$ cat config.mk
export PLATFORM = sky130hd
export DESIGN_NAME = checker_read_burst_flat
export DESIGN_NICKNAME = d
export VERILOG_FILES = /design/src/rtl/checker_read_burst_if.sv /design/src/rtl/checker_read_burst.sv /design/src/flat_wrapper.sv
export SDC_FILE = /design/constraint.sdc
export NUM_CORES = 1
export LEC_CHECK = 0
export CAP_MARGIN = 30
export CORE_MARGIN = 2
export CORE_UTILIZATION = 49
export CTS_CLUSTER_DIAMETER = 50
export CTS_CLUSTER_SIZE = 20
export DETAILED_ROUTE_END_ITERATION = 8
export MAX_ROUTING_LAYER = met4
export PLACE_DENSITY = 0.88
export RECOVER_POWER = 50
export SLEW_MARGIN = 20
export SYNTH_ARGS = -nofsm -noshare
export SYNTH_HDL_FRONTEND = slang
export SYNTH_SLANG_ARGS = --single-unit
$ cat constraint.sdc
create_clock -name sys_clk -period 6.4 [get_ports sys_clk]
set_input_delay 0.96 -clock sys_clk [delete_from_list [all_inputs] [get_ports sys_clk]]
set_output_delay 0.96 -clock sys_clk [all_outputs]
set_load 0.02 [all_outputs]
$ cat src/rtl/checker_read_burst_if.sv
// ============================================================================
// checker_read_burst_if : mode-controller and hm page-fetcher signal bundle
// Rev 1.0
// ============================================================================
`default_nettype none

interface checker_read_burst_if #(
   parameter int ADDR_W = 64,
   parameter int CNT_W  = 8
);
   logic              mode_start;
   logic [ADDR_W-1:0] mode_addr;
   logic [CNT_W-1:0]  mode_count;
   logic              mode_end;
   logic              mode_error;
   logic [ADDR_W-1:0] mode_data;
   logic [CNT_W-1:0]  mode_pages;
   logic              mode_irq;
   logic              mode_ack;
   logic [ADDR_W-1:0] hm_page_addr;
   logic              hm_start;
   logic              hm_end;
   logic              hm_timeout;
   logic              hm_error;

   // Burst engine side
   modport slave (
      input  mode_start, mode_addr, mode_count, mode_ack,
      input  hm_end, hm_timeout, hm_error,
      output mode_end, mode_error, mode_data, mode_pages, mode_irq,
      output hm_page_addr, hm_start
   );

   // Mode controller / page fetcher side
   modport master (
      output mode_start, mode_addr, mode_count, mode_ack,
      output hm_end, hm_timeout, hm_error,
      input  mode_end, mode_error, mode_data, mode_pages, mode_irq,
      input  hm_page_addr, hm_start
   );
endinterface

`default_nettype wire

$ cat src/rtl/checker_read_burst.sv
// ============================================================================
// checker_read_burst : multi-page hm read engine with timeout retry and irq
// Rev 1.0
// ============================================================================
`default_nettype none

module checker_read_burst #(
   parameter int ADDR_W     = 64,
   parameter int PAGE_SHIFT = 12,
   parameter int CNT_W      = 8,
   parameter int RETRIES    = 2
) (
   input  wire logic              sys_clk,
   input  wire logic              sys_rst,
   checker_read_burst_if.slave    bus
);

   localparam int RETRY_W = (RETRIES > 0) ? $clog2(RETRIES + 1) : 1;
   localparam logic [RETRY_W-1:0] RETRY_MAX   = RETRY_W'(RETRIES);
   localparam logic [ADDR_W-1:0]  ONE         = {{(ADDR_W-1){1'b0}}, 1'b1};
   localparam logic [ADDR_W-1:0]  PAGE_STRIDE = ONE << PAGE_SHIFT;
   localparam logic [ADDR_W-1:0]  PAGE_MASK   = PAGE_STRIDE - ONE;

   typedef enum logic [2:0] {
      S_IDLE = 3'd0,
      S_WAIT = 3'd1,
      S_GAP  = 3'd2,
      S_DONE = 3'd3,
      S_FAIL = 3'd4
   } state_t;

   state_t              state, state_nx;
   logic [ADDR_W-1:0]   addr, addr_nx;
   logic [CNT_W-1:0]    remaining, remaining_nx;
   logic [CNT_W-1:0]    pages, pages_nx;
   logic [RETRY_W-1:0]  retry, retry_nx;
   logic                hm_start, mode_end, mode_error, irq;
   logic                finishing;

   always_comb begin
      state_nx     = state;
      addr_nx      = addr;
      remaining_nx = remaining;
      pages_nx     = pages;
      retry_nx     = retry;
      case (state)
         S_IDLE: begin
            if (bus.mode_start) begin
               pages_nx = '0;
               if (bus.mode_count != '0) begin
                  addr_nx      = bus.mode_addr & ~PAGE_MASK;
                  remaining_nx = bus.mode_count;
                  retry_nx     = '0;
                  state_nx     = S_WAIT;
               end else begin
                  state_nx = S_DONE;
               end
            end
         end
         S_WAIT: begin
            // hm responses outrank an abort request in the same cycle
            if (bus.hm_error) begin
               state_nx = S_FAIL;
            end else if (bus.hm_end) begin
               pages_nx     = pages + 1'b1;
               remaining_nx = remaining - 1'b1;
               if (remaining == {{(CNT_W-1){1'b0}}, 1'b1}) begin
                  state_nx = S_DONE;
               end else begin
                  addr_nx  = addr + PAGE_STRIDE;
                  retry_nx = '0;
                  state_nx = S_GAP;
               end
            end else if (bus.hm_timeout) begin
               if (retry < RETRY_MAX) begin
                  retry_nx = retry + 1'b1;
                  state_nx = S_GAP;
               end else begin
                  state_nx = S_FAIL;
               end
            end else if (!bus.mode_start) begin
               state_nx = S_IDLE;
            end
         end
         S_GAP:   state_nx = bus.mode_start ? S_WAIT : S_IDLE;
         S_DONE,
         S_FAIL:  if (!bus.mode_start) state_nx = S_IDLE;
         default: state_nx = S_IDLE;
      endcase
   end

   assign finishing = ((state_nx == S_DONE) || (state_nx == S_FAIL)) &&
                      !((state == S_DONE) || (state == S_FAIL));

   always_ff @(posedge sys_clk or negedge sys_rst) begin
      if (!sys_rst) begin
         state      <= S_IDLE;
         addr       <= '0;
         remaining  <= '0;
         pages      <= '0;
         retry      <= '0;
         hm_start   <= 1'b0;
         mode_end   <= 1'b0;
         mode_error <= 1'b0;
         irq        <= 1'b0;
      end else begin
         state      <= state_nx;
         addr       <= addr_nx;
         remaining  <= remaining_nx;
         pages      <= pages_nx;
         retry      <= retry_nx;
         hm_start   <= (state_nx == S_WAIT);
         mode_end   <= (state_nx == S_DONE);
         mode_error <= (state_nx == S_FAIL);
         if (finishing) begin
            irq <= 1'b1;
         end else if (bus.mode_ack) begin
            irq <= 1'b0;
         end
      end
   end

   assign bus.hm_start     = hm_start;
   assign bus.hm_page_addr = addr;
   assign bus.mode_data    = addr;
   assign bus.mode_pages   = pages;
   assign bus.mode_end     = mode_end;
   assign bus.mode_error   = mode_error;
   assign bus.mode_irq     = irq;

endmodule

`default_nettype wire

$ cat src/flat_wrapper.sv
// flat-port wrapper written by rule: the top's interface ports become plain ports
module checker_read_burst_flat 
#(
   parameter int ADDR_W     = 64,
   parameter int PAGE_SHIFT = 12,
   parameter int CNT_W      = 8,
   parameter int RETRIES    = 2
)
  (sys_clk, sys_rst, bus_mode_start, bus_mode_addr, bus_mode_count, bus_mode_ack, bus_hm_end, bus_hm_timeout, bus_hm_error, bus_mode_end, bus_mode_error, bus_mode_data, bus_mode_pages, bus_mode_irq, bus_hm_page_addr, bus_hm_start);
  checker_read_burst_if #(.ADDR_W(ADDR_W), .CNT_W(CNT_W)) bus_i ();
  input  wire logic sys_clk;
  input  wire logic sys_rst;
  input wire logic [$bits(bus_i.mode_start)-1:0] bus_mode_start;
  input wire logic [$bits(bus_i.mode_addr)-1:0] bus_mode_addr;
  input wire logic [$bits(bus_i.mode_count)-1:0] bus_mode_count;
  input wire logic [$bits(bus_i.mode_ack)-1:0] bus_mode_ack;
  input wire logic [$bits(bus_i.hm_end)-1:0] bus_hm_end;
  input wire logic [$bits(bus_i.hm_timeout)-1:0] bus_hm_timeout;
  input wire logic [$bits(bus_i.hm_error)-1:0] bus_hm_error;
  output wire logic [$bits(bus_i.mode_end)-1:0] bus_mode_end;
  output wire logic [$bits(bus_i.mode_error)-1:0] bus_mode_error;
  output wire logic [$bits(bus_i.mode_data)-1:0] bus_mode_data;
  output wire logic [$bits(bus_i.mode_pages)-1:0] bus_mode_pages;
  output wire logic [$bits(bus_i.mode_irq)-1:0] bus_mode_irq;
  output wire logic [$bits(bus_i.hm_page_addr)-1:0] bus_hm_page_addr;
  output wire logic [$bits(bus_i.hm_start)-1:0] bus_hm_start;
  assign bus_i.mode_start = bus_mode_start;
  assign bus_i.mode_addr = bus_mode_addr;
  assign bus_i.mode_count = bus_mode_count;
  assign bus_i.mode_ack = bus_mode_ack;
  assign bus_i.hm_end = bus_hm_end;
  assign bus_i.hm_timeout = bus_hm_timeout;
  assign bus_i.hm_error = bus_hm_error;
  assign bus_mode_end = bus_i.mode_end;
  assign bus_mode_error = bus_i.mode_error;
  assign bus_mode_data = bus_i.mode_data;
  assign bus_mode_pages = bus_i.mode_pages;
  assign bus_mode_irq = bus_i.mode_irq;
  assign bus_hm_page_addr = bus_i.hm_page_addr;
  assign bus_hm_start = bus_i.hm_start;
  checker_read_burst #(.ADDR_W(ADDR_W), .PAGE_SHIFT(PAGE_SHIFT), .CNT_W(CNT_W), .RETRIES(RETRIES)) u_core (.sys_clk(sys_clk), .sys_rst(sys_rst), .bus(bus_i));
endmodule
==> out/results.md, run 1 <==
Pwr
* Worst VDD drop: 0.3311 mV
* P per Cell Area: 464.4 nW/µm²
* P_leak: 0.002821 µW
* Pwr Total: 3453 µW

Route
* antenna viol nets, final: 0
* routed metal-1 wire length: 6866 µm
* first-iteration detailed-routing DRC count: 557
* 1st-pass router iterations: 5
* sum of routed wire length over all layers: 17840 µm
* DR vias: 5961
* routed wirelength normalized by instance count: 19.02 µm
* number of remaining DRC errors: 0
* mean number of vias per cell: 6.355
* routed wl met3: 1702 µm
* Detail Route met2 WL: 8882 µm
* highest layer used for signal routing: met4

Final layout
* most common library cell in the layout ignoring fill and taps: sky130_fd_sc_hd__clkdlybuf4s50_1
* highest-count cells in the layout ignoring fill and taps: sky130_fd_sc_hd__clkdlybuf4s50_1, sky130_fd_sc_hd__dfrtp_1, sky130_fd_sc_hd__nand2_1, sky130_fd_sc_hd__dlygate4sd3_1, sky130_fd_sc_hd__a21oi_1
* net count reported at finish: 873
* Multi-input gate area: 3122 µm²
* Sequential cell area: 1927 µm²
* utilization after layout: 64.83%
* number of diodes: 0
* share of cells above drive strength 1: 6.918%
* fill cell count: 950
* synthesis-to-layout area growth: 28.87%

Place
* Final GP Congestion: 0.9126
* HPWL after detailed placement: 12580 µm
* IO Port Bufs: 182

Clock network
* CTS Hold Bufs: 0
* number of resized instances in the post-cts repair step: 0
* number of clock sinks seen by CTS: 77
* worst skew pair latency: 350 ps
* TritonCTS clock tree: yes
* root cell of the clock tree: sky130_fd_sc_hd__clkbuf_16
* Clock Tree Buf Depth: 2
* Setup Buffers After CTS: 0
* H-tree level count: 3
* clock buffer count from CTS: 9
* register clock-pin slew on the reported worst setup and hold paths: 60 ps

Worst hold path
* hold path startpoint: u_core.retry[1]$_DFFE_PN0P_
* worst-case hold path end point: u_core.retry[1]$_DFFE_PN0P_
* Hold Path Class: reg2reg
* hold-critical path depth: 2

Yosys
* sequential cell area fraction in the yosys report: 33.40%
* prevailing post-synth register cell: sky130_fd_sc_hd__dfrtp_1
* proportion of register bits with asynchronous set or reset after synthesis: 100.0%
* Synth Register Bits: 77
* Post-Synthesis Cell Area: 5769 µm²
* Syn Area/Cell: 8.459 µm²
* EDFF count, synth: 0
* count of different cell masters after synthesis: 76
* Syn Inst Count: 682
* yosys synthesis warning count: 0

Floorplanning
* number of standard-cell rows in the floorplan: 39
* Die Y: 112.5 µm
* Core Footprint: 11470 µm²
* overall die area: 12660 µm²
* number of primary I/O pins: 219
* die outline width: 112.5 µm
* effective utilization at floorplan: 50.31%

Setup path
* cell-by-cell listing of the critical path: dlygate4sd3_1, and3b_1, o21ai_0, clkbuf_1, a211oi_4, buf_4, o21ai_0, a22o_1
* Crit path largest cell delay: 810 ps
* library cell contributing the largest single delay on the critical path: sky130_fd_sc_hd__a211oi_4
* arrival time at the worst endpoint: 3820 ps
* category of cells accounting for the largest share of critical-path delay: buffers and inverters
* slack of the worst reg-to-reg path: 3440 ps
* category of the worst setup path capture point: flop
* count of cells along the worst register-to-register path: 6
* worst r2r src: u_core.bus.hm_page_addr[12]$_DFFE_PN0P_
* required time worst endpoint: 6640 ps
* kind of critical path: in2reg
* cell repeated most along the worst path: sky130_fd_sc_hd__o21ai_0
* CP bufs+invs: 3
* Reg-to-Reg End: u_core.bus.hm_page_addr[50]$_DFFE_PN0P_
* crit path max fanout: 19
* CP Launch Type: input pin

Global routing
* antenna violations before repair: 0
* all-layer global routing usage: 28.22%
* grt ovf: 0
* global-route wire length before repair: 28280 µm
* largest net degree at the start of global routing: 82
* vias in the first global route: 5588

STA
* Final Max Tran Viols: 32
* transition time at the pin with the least slew margin: 1874 ps
* final hold vios: 0
* normalized max-slew margin: -24.94%
* number of failing setup endpoints in the final timing report: 0
* setup repair after global routing missed its margin: no
* post-route setup TNS: 0 ps
* skew final: 11.21 ps
* achievable frequency: 278.9 MHz
* final cycle utilization of the critical path: 56.02%
* final critical-path required period: 3585 ps

Flow run
* max capacitance violation total: 1

Status
* violated checks: max-capacitance violations, max-slew violations
* result of the run: finished, violations left

where the power goes:
part	internal [µW]	switching, µW
clock network	272	212
registers	685	375
logic	829	1080
how the worst max path moves through the flow:
stage / depth (start not counted) / slack, ps / startpoint / endpoint
after floorplan: 7 / 3960 / bus_mode_count[5] / u_core.bus.hm_page_addr[55]$_DFFE_PN0P_
after global placement: 8 / 2820 / bus_mode_start / u_core.bus.hm_page_addr[38]$_DFFE_PN0P_
after detailed placement: 8 / 2800 / bus_mode_start / u_core.bus.hm_page_addr[38]$_DFFE_PN0P_
after CTS: 8 / 3160 / bus_mode_start / u_core.bus.hm_page_addr[38]$_DFFE_PN0P_
after global routing: 8 / 2710 / bus_hm_end / u_core.bus.hm_page_addr[38]$_DFFE_PN0P_
final: 8 / 2820 / bus_hm_error / u_core.bus.hm_page_addr[38]$_DFFE_PN0P_
synth_stat cells, types with 3 or more instances:
| library cell | instances | area [µm²] |
|---|---|---|
| sky130_fd_sc_hd__nand4_2 | 3 | 37.54 |
| sky130_fd_sc_hd__nand2_2 | 3 | 18.77 |
| sky130_fd_sc_hd__o41ai_1 | 3 | 26.28 |
| sky130_fd_sc_hd__nand4_1 | 29 | 181.4 |
| sky130_fd_sc_hd__a211oi_1 | 11 | 82.58 |
| sky130_fd_sc_hd__a32oi_1 | 7 | 61.31 |
| sky130_fd_sc_hd__or3_1 | 7 | 43.79 |
| sky130_fd_sc_hd__a31oi_1 | 6 | 37.54 |
| sky130_fd_sc_hd__nor4_1 | 8 | 50.05 |
| sky130_fd_sc_hd__a21oi_1 | 46 | 230.2 |
| sky130_fd_sc_hd__o22a_1 | 9 | 78.83 |
| sky130_fd_sc_hd__nor2_1 | 45 | 168.9 |
| sky130_fd_sc_hd__o2bb2ai_1 | 3 | 26.28 |
| sky130_fd_sc_hd__xor2_1 | 3 | 26.28 |
| sky130_fd_sc_hd__or4_1 | 7 | 52.55 |
| sky130_fd_sc_hd__buf_4 | 80 | 600.6 |
| sky130_fd_sc_hd__o211ai_1 | 8 | 60.06 |
| sky130_fd_sc_hd__o22ai_1 | 11 | 68.82 |
| sky130_fd_sc_hd__clkbuf_1 | 12 | 45.04 |
| sky130_fd_sc_hd__a22oi_1 | 4 | 30.03 |
| sky130_fd_sc_hd__a2bb2oi_1 | 6 | 52.55 |
| sky130_fd_sc_hd__nor3b_1 | 5 | 37.54 |
| sky130_fd_sc_hd__nor4_4 | 5 | 106.4 |
| sky130_fd_sc_hd__ha_1 | 4 | 50.05 |
| sky130_fd_sc_hd__a311oi_1 | 3 | 26.28 |
| sky130_fd_sc_hd__dfrtp_1 | 77 | 1927 |
| sky130_fd_sc_hd__nand3_1 | 39 | 195.2 |
| sky130_fd_sc_hd__o21ai_0 | 34 | 170.2 |
| sky130_fd_sc_hd__nor3_1 | 22 | 110.1 |
| sky130_fd_sc_hd__a221oi_1 | 3 | 26.28 |
| sky130_fd_sc_hd__and2_1 | 8 | 50.05 |
| sky130_fd_sc_hd__mux2i_1 | 4 | 40.04 |
| sky130_fd_sc_hd__nand2b_1 | 5 | 31.28 |
| sky130_fd_sc_hd__inv_1 | 12 | 45.04 |
| sky130_fd_sc_hd__nand2_1 | 55 | 206.5 |
| sky130_fd_sc_hd__and3_1 | 12 | 75.07 |
| sky130_fd_sc_hd__o311ai_0 | 4 | 35.03 |
| sky130_fd_sc_hd__and4_1 | 4 | 35.03 |
| sky130_fd_sc_hd__buf_2 | 23 | 115.1 |
routing by layer:
metal,global-route usage (%),vias to the layer above
met5,-,-
met4,10.57,0
met3,6.048,39
met2,44.78,375
met1,35.64,2860
li1,-,2687
layout make-up:
class                           count  share of cell area, %
Multi-Input combinational cell    501                  41.99
Sequential cell                    77                  25.92
Timing Repair Buffer              189                  25.35
Clock buffer                       10                  3.214
Tap cell                          143                  2.407
Inverter                           12                 0.6059
Clock inverter                      6                 0.5217
sequential cells by signal (all words and copies together), names as in the netlist:
name and cells:
u_core.bus.mode_irq 1, u_core.bus.hm_start 1, u_core.bus.mode_error 1, u_core.state 3, u_core.retry 2, u_core.bus.mode_end 1, u_core.bus.hm_page_addr 52, u_core.remaining 8
u_core.bus.mode_pages 8
through the flow:
step / setup slack (ps) / hold WS [ps] / std cells / area, µm²
3_5_place_dp: 2802 / 523.2 / 922 / 7172
2_1_floorplan: 3961 / 471.2 / 705 / 5856
5_1_grt: 2705 / 563.1 / 938 / 7435
4_1_cts: 3157 / 535.9 / 938 / 7450
3_3_place_gp: 2821 / 496.1 / 921 / 7144
6_report: 2815 / 533.3 / 938 / 7435
kinds of logic after synthesis:
group,after synthesis,synth area share (%)
simple gates,280,28.43
compound gates,182,21.43
fa+ha+maj,4,0.8675
flops,77,33.40
other cells,1,0.06500
buf+inv,127,13.97
xor+xnor,5,0.7592
mux,6,1.084
worst min-delay path: cells and delay by family, from the launching register on:
| family | cells | cell delay (ps) |
|---|---|---|
| and+or+nand+nor | 1 | 80 |
| AOI/OAI and AO/OA | 1 | 50 |
| DFF | 1 | 360 |
No activity file was read; power rests on OpenSTA's default activity.
==> run 2, diff against run 1 <==
CORE_UTILIZATION = 45   (was 49)
PLACE_DENSITY = 0.82   (was 0.88)
clock period = 3.3 ns   (was 6.4 ns; I/O delays follow)
==> out/results.md, run 2 (synthesis gave the netlist of run 1 again) <==
Floorplanning
* Core Footprint: 12570 µm², +9.6%
* overall die area: 13740 µm², +8.6%
* number of standard-cell rows in the floorplan: 41, +5.1%
* number of primary I/O pins: 219, unchanged
* Die Y: 117.2 µm, +4.2%
* effective utilization at floorplan: 45.90%, -4.4 points
* die outline width: 117.2 µm, +4.2%

Place
* Post-Place Cell Area: 7331 µm², +2.2%
* placement-stage worst setup slack: 298.1 ps, -2503 ps
* Final GP Congestion: 0.9180, +0.59%
* HPWL after detailed placement: 12270 µm, -2.5%
* IO Port Bufs: 182, unchanged
* Inst Count DP: 964, +4.6%

STA
* final cycle utilization of the critical path: 87.37%
* normalized max-slew margin: -35.84%, -11 points
* achievable frequency: 346.8 MHz
* Final Max Tran Viols: 35, +9.4%
* final critical-path required period: 2883 ps
* number of failing setup endpoints in the final timing report: 0, unchanged
* final hold vios: 0, unchanged
* skew final: 3.065 ps, -8.149 ps
* post-route setup TNS: 0 ps, unchanged
* worst hold margin: 538.8 ps, +5.452 ps
* setup repair after global routing missed its margin: no
* transition time at the pin with the least slew margin: 2038 ps, +163.6 ps
* final worst-path setup slack: 416.7 ps, -2398 ps

Global routing
* antenna violations before repair: 0, unchanged
* largest net degree at the start of global routing: 66, -20%
* all-layer global routing usage: 25.56%, -2.7 points
* vias in the first global route: 5114, -8.5%
* global-route wire length before repair: 26670 µm, -5.7%
* grt ovf: 0, unchanged

Clock network
* CTS Hold Bufs: 0, unchanged
* root cell of the clock tree: sky130_fd_sc_hd__clkbuf_16
* TritonCTS clock tree: yes
* register clock-pin slew on the reported worst setup and hold paths: 60 ps, about the same
* number of clock sinks seen by CTS: 77, unchanged
* H-tree level count: 3, unchanged
* clock buffer count from CTS: 9, unchanged
* Clock Tree Buf Depth: 2, unchanged
* Setup Buffers After CTS: 0, unchanged
* worst skew pair latency: 340 ps, about the same
* number of resized instances in the post-cts repair step: 0, unchanged

Worst hold path
* Hold Path Class: reg2reg

Setup path
* crit path max fanout: 15, -4
* slack of the worst reg-to-reg path: 540 ps, -2900 ps
* arrival time at the worst endpoint: 3130 ps, -690 ps
* kind of critical path: in2reg
* CP Launch Type: input pin
* required time worst endpoint: 3550 ps, -3090 ps
* category of the worst setup path capture point: flop

Route
* antenna viol nets, final: 0, unchanged
* first-iteration detailed-routing DRC count: 604, +8.4%
* sum of routed wire length over all layers: 17120 µm, -4.0%
* number of remaining DRC errors: 0, unchanged
* mean number of vias per cell: 5.954, -6.3%
* 1st-pass router iterations: 5, unchanged
* DR vias: 5829, -2.2%
* routed wirelength normalized by instance count: 17.49 µm, -8.0%

Final layout
* max reg flops: 52, unchanged
* share of cells above drive strength 1: 8.178%, +1.3 points
* synthesis-to-layout area growth: 32.25%
* final instance count without filler cells: 979, +4.4%
* number of diodes: 0, unchanged
* highest-count cells in the layout ignoring fill and taps: sky130_fd_sc_hd__clkdlybuf4s50_1, sky130_fd_sc_hd__dfrtp_1, sky130_fd_sc_hd__nand2_1, sky130_fd_sc_hd__dlygate4sd3_1, sky130_fd_sc_hd__a21oi_1
* most common library cell in the layout ignoring fill and taps: sky130_fd_sc_hd__clkdlybuf4s50_1
* net count reported at finish: 886, +1.5%
* final instance area: 7630 µm², +2.6%

Pwr
* P per Cell Area: 890.4 nW/µm², +92%
* Worst VDD drop: 0.4157 mV, +26%
* P_leak: 0.002923 µW, +3.6%

Status
* result of the run: finished, violations left
* violated checks: max-capacitance violations, max-slew violations

Flow run
* max capacitance violation total: 1, unchanged

run 2: cell types whose count changed in the layout (fill, tap and decap cells not counted):
cell                              before  now
sky130_fd_sc_hd__clkdlybuf4s50_1     132  130
sky130_fd_sc_hd__nor2b_2               1    0
sky130_fd_sc_hd__clkinv_4              1    0
sky130_fd_sc_hd__clkbuf_1              2    3
sky130_fd_sc_hd__nor4_2                1    2
sky130_fd_sc_hd__nor2b_1               2    3
sky130_fd_sc_hd__nor4_1                9    8
sky130_fd_sc_hd__buf_4                 5   15
sky130_fd_sc_hd__buf_12                0    2
sky130_fd_sc_hd__bufinv_16             0    2
sky130_fd_sc_hd__clkinvlp_4            2    0
sky130_fd_sc_hd__dlygate4sd3_1        49   51
run 2: stage by stage:
step                      total power, µW  utilization (%)
after global routing                 7227            60.71
after CTS                            6911            60.83
after global placement               5756            58.11
final                                6794            60.71
after detailed placement             5833            58.33
after floorplan                      4448                -
run 2: path summary, 6_finish.rpt:
path                                              from                                       to  cells past startpoint
max                                     bus_mode_start          u_core.remaining[3]$_DFFE_PN0P_                      8
min                        u_core.retry[0]$_DFFE_PN0P_              u_core.retry[0]$_DFFE_PN0P_                      1
max reg2reg                  u_core.state[1]$_DFF_PN0_          u_core.remaining[3]$_DFFE_PN0P_                      7
min reg2reg                u_core.retry[0]$_DFFE_PN0P_              u_core.retry[0]$_DFFE_PN0P_                      1
max in group asynchronous                      sys_rst  u_core.bus.hm_page_addr[14]$_DFFE_PN0P_                      1
min in group asynchronous                      sys_rst            u_core.bus.hm_start$_DFF_PN0_                      1
run 2: worst max-delay path, cell delays in order:
cell and delay, ps:
sky130_fd_sc_hd__dlygate4sd3_1 590, sky130_fd_sc_hd__nor2b_1 180, sky130_fd_sc_hd__o21ai_0 200, sky130_fd_sc_hd__clkbuf_1 320, sky130_fd_sc_hd__nor2_1 730, sky130_fd_sc_hd__buf_4 340, sky130_fd_sc_hd__o21ai_0 110, sky130_fd_sc_hd__a22oi_1 160
run 2: where the power goes:
group	switching [µW]	leakage [µW]	internal (µW)
registers	720	0.000917	1330
logic	2050	0.00185	1630
clock network	388	0.000158	674
run 2: final cells by class:
cell class              count  area [µm²]
clock buffers              10       239.0
clock inverters             5       75.07
inverters                  12       45.04
repair buffers            202        2003
fillers                  1107        4938
well taps                 172       215.2
multi-input cells         501        3126
flip-flops and latches     77        1927
run 2: layer usage:
layer / part of all wire, % / routed length (µm) / vias to the layer above / track usage (%)
met5: 0 / 0 / - / -
met4: 2.0 / 348 / 0 / 9.961
met3: 8.0 / 1374 / 23 / 3.811
met2: 49 / 8382 / 302 / 40.27
met1: 41 / 7014 / 2796 / 33.30
li1: - / - / 2708 / -
==> run 3, diff against run 2 <==
ABC_CLOCK_PERIOD_IN_PS = 3300   (was not set)
GPL_TIMING_DRIVEN = 0   (was not set)
==> out/results.md, run 3 (synthesis gave the netlist of run 1 again) <==
Status
* result of the run: finished, final reports clean

Final layout
* number of diodes: 0, unchanged
* net count reported at finish: 982, +11%
* synthesis-to-layout area growth: 42.66%
* highest-count cells in the layout ignoring fill and taps: sky130_fd_sc_hd__clkdlybuf4s50_1, sky130_fd_sc_hd__buf_4, sky130_fd_sc_hd__dfrtp_1, sky130_fd_sc_hd__nand2_1, sky130_fd_sc_hd__dlygate4sd3_1
* max reg flops: 52, unchanged
* share of cells above drive strength 1: 16.72%, +8.5 points
* most common library cell in the layout ignoring fill and taps: sky130_fd_sc_hd__clkdlybuf4s50_1

Place
* IO Port Bufs: 182, unchanged
* HPWL after detailed placement: 14840 µm, +21%
* Final GP Congestion: 0.9857, +7.4%
* placement-stage worst setup slack: 342.3 ps, +44.25 ps

Global routing
* vias in the first global route: 5740, +12%
* global-route wire length before repair: 30420 µm, +14%
* antenna violations before repair: 0, unchanged
* largest net degree at the start of global routing: 56, -15%
* all-layer global routing usage: 29.78%, +4.2 points
* grt ovf: 0, unchanged

Route
* 1st-pass router iterations: 5, unchanged
* first-iteration detailed-routing DRC count: 798, +32%
* antenna viol nets, final: 0, unchanged
* mean number of vias per cell: 6.044, +1.5%
* sum of routed wire length over all layers: 20530 µm, +20%
* routed wirelength normalized by instance count: 19.10 µm, +9.2%
* number of remaining DRC errors: 0, unchanged
* DR vias: 6497, +11%

Setup path
* CP Launch Type: input pin
* Reg-to-Reg End: u_core.bus.hm_page_addr[14]$_DFFE_PN0P_
* Crit path largest cell delay: 660 ps, -70 ps
* end point of the critical path: u_core.bus.hm_page_addr[13]$_DFFE_PN0P_
* logic depth of the worst setup path including buffers: 6, -2
* slack of the worst reg-to-reg path: 450 ps, -90 ps
* library cell contributing the largest single delay on the critical path: sky130_fd_sc_hd__clkbuf_1
* crit path max fanout: 10, -5
* arrival time at the worst endpoint: 3080 ps, -50 ps
* required time worst endpoint: 3470 ps, -80 ps
* kind of critical path: in2reg
* Setup crit start: bus_mode_start
* category of the worst setup path capture point: flop
* worst r2r src: u_core.remaining[1]$_DFFE_PN0P_
* count of cells along the worst register-to-register path: 8, +1
* CP bufs+invs: 2, -1
* category of cells accounting for the largest share of critical-path delay: buffers and inverters
* cell-by-cell listing of the critical path: dlygate4sd3_1, nor2b_1, o21ai_1, a211oi_4, clkbuf_1, a31oi_1

Floorplanning
* overall die area: 13740 µm², unchanged
* effective utilization at floorplan: 45.90%, unchanged
* number of standard-cell rows in the floorplan: 41, unchanged
* Die Y: 117.2 µm, unchanged
* die outline width: 117.2 µm, unchanged
* Core Footprint: 12570 µm², unchanged
* number of primary I/O pins: 219, unchanged

STA
* skew final: 7.865 ps, +4.801 ps
* transition time at the pin with the least slew margin: 1461 ps, -576.5 ps
* final hold vios: 0, unchanged
* number of failing setup endpoints in the final timing report: 0, unchanged
* setup repair after global routing missed its margin: no
* final critical-path required period: 2909 ps, +25.46 ps
* post-route setup TNS: 0 ps, unchanged
* achievable frequency: 343.8 MHz, -0.88%
* final cycle utilization of the critical path: 88.14%, +0.77 points
* normalized max-slew margin: 2.587%, +38 points
* Final Max Tran Viols: 0, -100%
* final worst-path setup slack: 391.2 ps, -25.46 ps

Clock network
* worst skew pair latency: 340 ps, about the same
* H-tree level count: 3, unchanged
* number of clock sinks seen by CTS: 77, unchanged
* root cell of the clock tree: sky130_fd_sc_hd__clkbuf_16
* number of resized instances in the post-cts repair step: 0, unchanged
* Setup Buffers After CTS: 0, unchanged
* Clock Tree Buf Depth: 2, unchanged
* clock buffer count from CTS: 9, unchanged
* TritonCTS clock tree: yes
* register clock-pin slew on the reported worst setup and hold paths: 60 ps, about the same
* CTS Hold Bufs: 0, unchanged

Pwr
* Worst VDD drop: 0.5573 mV, +34%
* P per Cell Area: 915.9 nW/µm², +2.9%
* P_leak: 0.003347 µW, +14%

Worst hold path
* Hold Path Class: in2async

Flow run
* max capacitance violation total: 0, -1

==> run 3: changes by cell type in the layout (fill, tap and decap cells not counted), sizes merged <==
| cell | change |
|---|---|
| buf | +85 |
| dlygate4sd3 | +3 |
| clkinv | -2 |
| bufinv | +1 |
| clkbuf | +12 |
| clkdlybuf4s50 | -3 |
==> run 3: final cells by class <==
class	instances	area, µm²
clock inverters	4	95.09
fillers	1062	4338
multi-input cells	501	3114
clock buffers	11	252.7
inverters	12	45.04
well taps	172	215.2
repair buffers	183	1821
flip-flops and latches	77	1927
plain buffers	115	760.7
==> run 3: worst min path at each step <==
stage / startpoint / to / slack (ps) / cells after the start
after floorplan: sys_rst / u_core.bus.hm_page_addr[12]$_DFFE_PN0P_ / 200 / 0
after global placement: u_core.retry[1]$_DFFE_PN0P_ / u_core.retry[1]$_DFFE_PN0P_ / 490 / 2
after detailed placement: sys_rst / u_core.bus.mode_irq$_DFFE_PN0P_ / 420 / 1
after CTS: sys_rst / u_core.bus.mode_irq$_DFFE_PN0P_ / 60 / 1
after global routing: sys_rst / u_core.bus.hm_page_addr[20]$_DFFE_PN0P_ / 510 / 1
final: sys_rst / u_core.bus.mode_irq$_DFFE_PN0P_ / 400 / 1
==> run 3: layer usage <==
layer | global-route usage, % | vias up | routed length (µm)
met5 | - | - | 0
met4 | 10.59 | 0 | 631
met3 | 5.973 | 68 | 2522
met2 | 46.17 | 481 | 9542
met1 | 38.89 | 3043 | 7838
li1 | - | 2905 | -
==> run 3: worst reg2reg max path, cell delays in order, from the launching register on <==
cell and delay, ps:
sky130_fd_sc_hd__dfrtp_1 370, sky130_fd_sc_hd__inv_1 90, sky130_fd_sc_hd__ha_1 160, sky130_fd_sc_hd__nor3b_1 740
sky130_fd_sc_hd__nand2_2 380, sky130_fd_sc_hd__o211ai_2 340, sky130_fd_sc_hd__buf_2 290, sky130_fd_sc_hd__buf_4 230
sky130_fd_sc_hd__o21ai_0 120
==> run 3: power breakdown <==
| part | internal (µW) | switching [µW] |
|---|---|---|
| combinational | 2020 | 2310 |
| sequential | 1330 | 692 |
| clock | 775 | 412 |
==> run 3: metrics by stage <==
step / power, µW / hold slack [ps] / utilization [%] / instances / instance area, µm²
after global routing: 7919 / 510.8 / 65.49 / 1075 / 8230
final: 7538 / 397.2 / 65.49 / 1075 / 8230
after detailed placement: 6398 / 415.4 / 63.00 / 1060 / 7918
after CTS: 7589 / 62.46 / 65.76 / 1075 / 8265
after floorplan: 4448 / 199.4 / - / 705 / 5856
after global placement: 6346 / 493.2 / 62.80 / 1059 / 7893
